==> src/rtl/cache_line_refill.sv <==
// Cache-miss refill engine: one burst read per miss, beats assembled into a line, single-cycle data-array write.
// Optional critical-word forwarding is built only when REFILL_FWD_EN is defined.
module cache_line_refill #(
    parameter int LINE_WIDTH  = 256,
    parameter int WORD_WIDTH  = 32,
    parameter int INDEX_WIDTH = 3,
    parameter int ADDR_WIDTH  = 32
) (
    input  logic                   clk,
    input  logic                   rst,
    input  logic                   req_valid,
    output logic                   req_ready,
    input  logic [ADDR_WIDTH-1:0]  req_addr,
    output logic                   mem_rd_req_valid,
    input  logic                   mem_rd_req_ready,
    output logic [ADDR_WIDTH-1:0]  mem_rd_addr,
    output logic [7:0]             mem_rd_len,
    input  logic                   mem_rdata_valid,
    output logic                   mem_rdata_ready,
    input  logic [WORD_WIDTH-1:0]  mem_rdata,
    input  logic                   mem_rdata_last,
    output logic [INDEX_WIDTH-1:0] da_waddr,
    output logic                   da_wen,
    output logic [LINE_WIDTH-1:0]  da_wdata,
    output logic                   done,
    output logic                   err,
    output logic                   fwd_valid,
    output logic [WORD_WIDTH-1:0]  fwd_data
);

    localparam int BEATS = LINE_WIDTH / WORD_WIDTH;
    localparam int OFF   = $clog2(LINE_WIDTH / 8);
    localparam int CNT_W = $clog2(BEATS);
    localparam logic [CNT_W-1:0] LAST_CNT = CNT_W'(BEATS - 1);

    typedef enum logic [2:0] {
        S_IDLE,
        S_REQ,
        S_RECV,
        S_WRITE,
        S_DONE
    } state_e;

    state_e                 state_q;
    logic [CNT_W-1:0]       cnt_q;
    logic                   req_ready_q;
    logic                   mem_rd_req_valid_q;
    logic                   mem_rdata_ready_q;
    logic                   da_wen_q;
    logic                   done_q;
    logic                   err_q;
    logic [INDEX_WIDTH-1:0] da_waddr_q;
    logic [ADDR_WIDTH-1:0]  mem_rd_addr_q;
    logic [LINE_WIDTH-1:0]  line_q;
    logic                   beat;
    logic                   unused_addr_bits;

    assign beat             = mem_rdata_valid && mem_rdata_ready_q;
    assign unused_addr_bits = ^req_addr[OFF-1:0];

    // NOTE: sequential state uses non-blocking assignments only, so every register
    // samples the pre-edge values and evaluation order inside the block cannot matter.
    always_ff @(posedge clk) begin
        if (rst) begin
            state_q            <= S_IDLE;
            cnt_q              <= '0;
            req_ready_q        <= 1'b1;
            mem_rd_req_valid_q <= 1'b0;
            mem_rdata_ready_q  <= 1'b0;
            da_wen_q           <= 1'b0;
            done_q             <= 1'b0;
            err_q              <= 1'b0;
            da_waddr_q         <= '0;
            mem_rd_addr_q      <= '0;
        end else begin
            da_wen_q <= 1'b0;
            done_q   <= 1'b0;
            case (state_q)
                S_IDLE: begin
                    if (req_valid) begin
                        state_q            <= S_REQ;
                        req_ready_q        <= 1'b0;
                        mem_rd_req_valid_q <= 1'b1;
                        mem_rd_addr_q      <= {req_addr[ADDR_WIDTH-1:OFF], {OFF{1'b0}}};
                        err_q              <= 1'b0;
                    end
                end
                S_REQ: begin
                    if (mem_rd_req_ready) begin
                        state_q            <= S_RECV;
                        mem_rd_req_valid_q <= 1'b0;
                        mem_rdata_ready_q  <= 1'b1;
                        cnt_q              <= '0;
                    end
                end
                S_RECV: begin
                    if (beat) begin
                        // Only the beat count ends the burst; a misplaced last just flags err.
                        if (mem_rdata_last != (cnt_q == LAST_CNT)) begin
                            err_q <= 1'b1;
                        end
                        if (cnt_q == LAST_CNT) begin
                            state_q           <= S_WRITE;
                            mem_rdata_ready_q <= 1'b0;
                            da_wen_q          <= 1'b1;
                            da_waddr_q        <= mem_rd_addr_q[OFF+INDEX_WIDTH-1:OFF];
                            cnt_q             <= '0;
                        end else begin
                            cnt_q <= cnt_q + CNT_W'(1);
                        end
                    end
                end
                S_WRITE: begin
                    state_q <= S_DONE;
                    done_q  <= 1'b1;
                end
                S_DONE: begin
                    state_q     <= S_IDLE;
                    req_ready_q <= 1'b1;
                end
                default: begin
                    state_q     <= S_IDLE;
                    req_ready_q <= 1'b1;
                end
            endcase
        end
    end

    // NOTE: the line buffer is pure datapath and is deliberately left out of reset;
    // every slot is overwritten by a beat before the array write can consume it.
    always_ff @(posedge clk) begin
        if (beat) begin
            line_q[WORD_WIDTH*cnt_q +: WORD_WIDTH] <= mem_rdata;
        end
    end

`ifdef REFILL_FWD_EN
    logic [CNT_W-1:0]      word_sel_q;
    logic                  fwd_valid_q;
    logic [WORD_WIDTH-1:0] fwd_data_q;

    always_ff @(posedge clk) begin
        if (rst) begin
            word_sel_q  <= '0;
            fwd_valid_q <= 1'b0;
            fwd_data_q  <= '0;
        end else begin
            if (state_q == S_IDLE && req_valid) begin
                word_sel_q <= req_addr[OFF-1:2];
            end
            fwd_valid_q <= beat && (cnt_q == word_sel_q);
            if (beat && (cnt_q == word_sel_q)) begin
                fwd_data_q <= mem_rdata;
            end
        end
    end

    assign fwd_valid = fwd_valid_q;
    assign fwd_data  = fwd_data_q;
`else
    assign fwd_valid = 1'b0;
    assign fwd_data  = '0;
`endif

    assign req_ready        = req_ready_q;
    assign mem_rd_req_valid = mem_rd_req_valid_q;
    assign mem_rd_addr      = mem_rd_addr_q;
    assign mem_rd_len       = 8'(BEATS - 1);
    assign mem_rdata_ready  = mem_rdata_ready_q;
    assign da_waddr         = da_waddr_q;
    assign da_wen           = da_wen_q;
    assign da_wdata         = line_q;
    assign done             = done_q;
    assign err              = err_q;

endmodule

==> config.mk <==
export PLATFORM = sky130hd
export DESIGN_NAME = cache_line_refill
export DESIGN_NICKNAME = d
export VERILOG_FILES = /design/src/rtl/cache_line_refill.sv
export SDC_FILE = /design/constraint.sdc
export NUM_CORES = 1
export LEC_CHECK = 0
export BUFFER_PORTS_ARGS = -buffer_cell sky130_fd_sc_hd__buf_2
export CAP_MARGIN = 15
export CORE_AREA = 2 2 159 161
export DETAILED_ROUTE_END_ITERATION = 6
export DIE_AREA = 0 0 161 163
export PLACE_DENSITY = 0.81
export SYNTH_ARGS = -nofsm -noshare
export SYNTH_HDL_FRONTEND = slang
export SYNTH_SLANG_ARGS = --single-unit
==> constraint.sdc <==
create_clock -name clk -period 11.7 [get_ports clk]
set_clock_uncertainty 0.15 [all_clocks]
set_input_delay 0.585 -clock clk [delete_from_list [all_inputs] [get_ports clk]]
set_output_delay 0.585 -clock clk [all_outputs]
set_load 0.02 [all_outputs]
==> results of run 1 <==
==> per-stage QoR <==
step                utilization  cells
finish                   0.5825   1547
global route             0.5825   1547
CTS                      0.5794   1543
detailed placement       0.5390   1491
global placement         0.5390   1491
floorplan                     -    886
==> state kept, by name, summed over array words and instances (netlist names) <==
| signal | count |
|---|---|
| da_wen | 1 |
| cnt_q | 3 |
| da_waddr | 3 |
| mem_rd_req_valid | 1 |
| mem_rdata_ready | 1 |
| done | 1 |
| req_ready | 1 |
| state_q | 3 |
| mem_rd_addr | 27 |
| err | 1 |
| da_wdata | 256 |
==> report_power, final <==
| group | internal, mW | total (mW) | switching, mW |
|---|---|---|---|
| Clock | 0.586 | 0.977 | 0.391 |
| Sequential | 1.16 | 1.17 | 0.0114 |
| Combinational | 0.0389 | 0.129 | 0.0901 |
==> worst paths after layout <==
path	from	slack, ns	to
setup reg to reg	cnt_q[0]	8.41	da_wdata[234]
setup / recovery	cnt_q[0]	8.41	da_wdata[234]
hold / removal	req_addr[24]	0.13	mem_rd_addr[24]
hold reg to reg	mem_rd_addr[24]	0.30	mem_rd_addr[24]
==> final cells by class <==
| class | instances | share of cell area |
|---|---|---|
| inverter | 4 | 0.001045 |
| timing repair buffer | 367 | 0.1330 |
| clock inverter | 20 | 0.01802 |
| sequential | 298 | 0.5934 |
| clock buffer | 32 | 0.05128 |
| multi-input combinational | 496 | 0.1745 |
| tap | 330 | 0.02873 |
==> cell families (layout without fill, tap and decap cells) <==
group | after synthesis | in the layout | synth area share
and+or+nand+nor | 402 | 402 | 0.1715
AOI/OAI and AO/OA | 37 | 37 | 0.01722
adders and majority gates | 5 | 5 | 0.005519
muxes | 4 | 4 | 0.003533
buffers and inverters | 92 | 423 | 0.04758
DFF | 298 | 298 | 0.7524
xor gates and xnor gates | 2 | 2 | 0.001546
other | 2 | 46 | 0.0006626
==> cells in the final DEF (no fill, tap or decap), types with 7 or more instances in the layout <==
master and count:
nor2_1 138, conb_1 46, buf_2 356, and2_1 128, nand2_1 93, dfxtp_1 42, nor2_4 7, a21oi_1 31
clkinv_2 8, clkbuf_16 29, buf_4 7, edfxtp_1 256
==> routing by layer <==
layer | vias up | wire (um)
met5 | - | 0
met4 | 0 | 999
met3 | 62 | 2576
met2 | 446 | 16380
met1 | 3590 | 10240
li1 | 3470 | -
==> tightest hold or removal path, cell delays in order <==
cell and delay, ns:
buf_2 0.10, nand2_1 0.04, a21oi_1 0.05
==> qor.yml, run 1 <==
worst_hold_path:
  worstHoldPathType: "in -> reg"
  holdPathStages: 3
grt:
  met1_usage: 0.2470
  grt_max_degree: 43
  grt_util_all_layers: 0.2225
  antenna_found_initial: 0
  grt_pass1_wl_mm: 43.54
  grt-busiest-layer: "met2"
  grtUsageMet2: 0.4257
  met3_usage: 0.04125
  grt_pass1_vias: 7248
  grt.overflow.total: 0
cts:
  cts_sinks: 298
  cts_root_buffer: "clkbuf_16"
  insertion_delay_ns: 0.53
  post_cts_buffers: 0
  cts_buffers: 28
  cts_tree: "built"
  cts_resized: 0
  clock_path_buffers: 3
  clkTransAtPathRegs_ns: 0.07
  hold_buffers: 0
  htree_levels: 1
routing:
  drtIter0Drc: 751
  drc: 0
  ant_nets: 0
  dr.pass1.iters: 5
  wirelength_mm: 30.20
  vias_per_cell: 4.892
  via_count: 7568
  wl_per_cell_um: 19.52
sta:
  tightest_slew_ns: 1.081
  setup_viol: 0
  period_minus_slack_ns: 3.287
  drv_slew: 0
  rsz0062_at_grt: "false"
  hold-worst-slack_ns: 0.1341
  fin_crit_sh: 0.2809
  max_freq_mhz: 304.3
  hold_viol_final: 0
  tns_ns: 0
  relSlewSlack: 0.2796
  finalWorstSetupSlack_ns: 8.413
floorplan:
  die_h_um: 163
  rows: 58
  core_area_sq_mm: 0.02467
  ioPinCount: 408
  die_w_um: 161
  start_util: 0.4594
  die-area_sq_mm: 0.02624
yosys:
  ys_seq_area_frac: 0.7524
  ys_ff_latch: 298
  async_flop_share: 0
  synth_cell_types: 36
  yosys-top-cells-area: "edfxtp_1 68%, dfxtp_1 7.4%, and2_1 7.1%"
  syn_area_sq_mm: 0.01133
  yosys.area.top_type: "edfxtp_1"
  synthTopCellsByCount: "256 x edfxtp_1, 147 x nor2_1, 128 x and2_1"
  synth_edf_count: 256
  synth.top_cell.area_share: 0.6782
  yosys_warnings: 0
  synth_top_flop_cell: "edfxtp_1"
  avgSynthCellArea_sq_um: 13.46
  synthMostInstantiatedCell: "edfxtp_1"
  syn_inst: 842
final_layout:
  area_growth_pct: 26.80
  final-seq-area_sq_mm: 0.008528
  final_nets: 1270
  drive_gt1_frac: 0.3525
  multiInputGateArea_sq_mm: 0.002509
  antenna_cells: 0
  fillCellCount: 1945
  final_area_sq_mm: 0.01437
critical_path:
  path_max_fanout: 32
  path_delay_family: "simple AND/OR/NAND/NOR gates"
  start_kind: "flop"
  crit_chain: "inv_1, ha_1, ha_1, or2_1, nor2_4"
  cp_slowest_cell: "nor2_4"
  crit_required_ns: 11.70
  path_common_cell: "ha_1"
  reg2reg_depth: 5
  end_kind: "flop"
  critPathBufInv: 1
  max_stage_delay_ns: 0.95
  cp.arrival_ns: 3.29
  path_depth: 5
  path_class: "reg -> reg"
placement:
  place_ws_ns: 8.272
  dpl_cell_area_sq_mm: 0.01330
  place_congestion: 0.8308
  io_buffers: 356
  hpwlAfterDp_mm: 20.72
power:
  finalPower_mw: 2.278
  ir_worst_vdd_mv: 0.1049
  p_per_area_mw_per_mm2: 158.5
  p_leak_nw: 5.565
outcome:
  status: "complete, no violations"
run:
  maxCapViolations: 0
(Power assumes the default switching activity.)
==> run 2, diff against run 1 <==
CORE_AREA = unset   (was 2 2 159 161)
CORE_MARGIN = 2   (was unset)
CORE_UTILIZATION = 45   (was unset)
DIE_AREA = unset   (was 0 0 161 163)
PLACE_DENSITY = 0.82   (was 0.81)
clock period = 2.8 ns   (was 11.7 ns; I/O delays follow)
==> qor.yml, run 2 (synthesis gave the netlist of run 1 again) <==
run:
  maxCapViolations: 0
grt:
  grt-busiest-layer: "met2"
  grt.overflow.total: 0
  antenna_found_initial: 1
  grt_util_all_layers: 0.2422
  grt_max_degree: 33
  met1_usage: 0.2749
  grtUsageMet2: 0.4603
  grt_pass1_vias: 8020
  grt_pass1_wl_mm: 47.76
  met3_usage: 0.04329
cts:
  clkTransAtPathRegs_ns: 0.06
  cts_tree: "built"
  post_cts_buffers: 0
  cts_root_buffer: "clkbuf_16"
  cts_sinks: 298
  htree_levels: 1
  clock_path_buffers: 3
  cts_resized: 0
  insertion_delay_ns: 0.55
  cts_buffers: 30
final_layout:
  final_common_cell: "buf_2"
  fin_cells: 1640
  largest_register_ffs: 256
  antenna_cells: 0
  layout_common_cells: "356 x buf_2, 256 x edfxtp_1, 138 x nor2_1, 128 x and2_1, 93 x nand2_1"
  drive_gt1_frac: 0.3366
  area_growth_pct: 35.11
  final_nets: 1362
placement:
  dp.cells: 1505
  hpwlAfterDp_mm: 21.54
  io_buffers: 356
  place_congestion: 0.8309
power:
  finalPower_mw: 9.551
  p_per_area_mw_per_mm2: 623.6
  ir_worst_vdd_mv: 0.4765
  p_leak_nw: 5.958
critical_path:
  start_kind: "flop"
  end_kind: "flop"
  cp_slowest_cell: "or3_4"
  reg2reg_depth: 7
  r2r-end: "da_wdata[129]"
  crit_required_ns: 3.02
  crit_chain: "inv_2, ha_2, ha_1, or3_4, nor3b_4, buf_4, and2_1"
  path_class: "reg -> reg"
  r2r_slack_ns: 0.33
  rr_startpoint: "cnt_q[0]"
  max_stage_delay_ns: 0.41
  path_max_fanout: 30
  cp.arrival_ns: 2.69
floorplan:
  start_util: 0.4540
  rows: 58
  core_area_sq_mm: 0.02496
  die_h_um: 162.7
  ioPinCount: 408
  die_w_um: 162.7
  die-area_sq_mm: 0.02647
sta:
  drv_slew: 0
  period_minus_slack_ns: 2.474
  rsz0062_at_grt: "false"
  max_freq_mhz: 404.2
  tightest_slew_ns: 0.6674
  fin_crit_sh: 0.8836
  relSlewSlack: 0.5551
  tns_ns: 0
  setup_viol: 0
  hold_viol_final: 0
outcome:
  status: "complete, no violations"
routing:
  dr.pass1.iters: 5
  wl_per_cell_um: 20.02
  wirelength_mm: 32.83
  drtIter0Drc: 821
  via_count: 8094
  drc: 0
  vias_per_cell: 4.935
  ant_nets: 0
worst_hold_path:
  worstHoldPathType: "in -> reg"
  min_to: "mem_rd_addr[8]"
  worstHoldStart: "req_addr[8]"
  holdPathStages: 4
-- run 2: cell types whose count changed in the layout (fill, tap and decap cells not counted), moves of 2 or more --
cell / before / now
clkinv_2: 8 / 2
dlygate4sd3_1: 0 / 80
clkinvlp_4: 0 / 2
buf_4: 7 / 13
buf_12: 1 / 8
clkbuf_1: 3 / 6
bufinv_16: 6 / 3
clkinv_1: 2 / 5
ha_1: 5 / 3
buf_8: 2 / 0
clkbuf_16: 29 / 31
-- run 2: power breakdown --
group,internal (mW),switching (mW)
sequential,4.85,0.0535
combinational,0.254,0.417
clock,2.31,1.67
total,7.41,2.14
-- run 2: how the worst max path moves through the flow --
stage                         from             to  slack (ns)  cells after the start
after global routing      cnt_q[0]  da_wdata[129]        0.23                      7
after floorplan           cnt_q[0]    da_wdata[0]        0.03                      6
final                     cnt_q[0]  da_wdata[129]        0.33                      7
after CTS                 cnt_q[0]  da_wdata[129]        0.32                      7
after global placement    cnt_q[0]   da_wdata[70]        0.40                      6
after detailed placement  cnt_q[0]  da_wdata[129]        0.35                      7
-- run 2: area by class of cell --
| cell class | count | area, sq um |
|---|---|---|
| fill | 1815 | 9649 |
| sequential | 298 | 8529 |
| timing repair buffer | 457 | 2840 |
| multi-input combinational | 496 | 2537 |
| clock buffer | 37 | 798.3 |
| tap | 330 | 412.9 |
| clock inverter | 18 | 181.4 |
| inverter | 4 | 15.01 |
-- run 2: worst max-delay path, delay by kind of cell, from the launching register on --
| kind | cells | cell delay (ns) |
|---|---|---|
| AND/OR/NAND/NOR | 3 | 0.93 |
| flip-flops | 1 | 0.37 |
| buffers and inverters | 2 | 0.41 |
| adder cells (fa/ha/maj) | 2 | 0.42 |
-- run 2: per-layer routing --
layer  part of all wire  up-vias  routed length, um
li1                   -     3664                  -
met1               0.34     3875              11280
met2               0.55      485              18000
met3              0.079       68               2585
met4              0.029        2                953
met5            0.00040        -                 13
-- run 2: through the flow --
| step | util | worst slack (ns) | area, sq um | hold WS (ns) |
|---|---|---|---|---|
| 2_1_floorplan | - | 0.02521 | 11550 | 0.1260 |
| 3_3_place_gp | 0.5422 | 0.3971 | 13530 | 0.2302 |
| 3_5_place_dp | 0.5422 | 0.3473 | 13530 | 0.2362 |
| 4_1_cts | 0.6135 | 0.3169 | 15310 | 0.2188 |
| 5_1_grt | 0.6135 | 0.2274 | 15310 | 0.2466 |
| 6_report | 0.6135 | 0.3258 | 15310 | 0.2472 |
-- run 2: repair_timing --
| item | in CTS | in global routing |
|---|---|---|
| hold buffers | 80 | 0 |
| endpoints found under the hold margin | 291 | 0 |
| endpoints found under the setup margin | 0 | 0 |
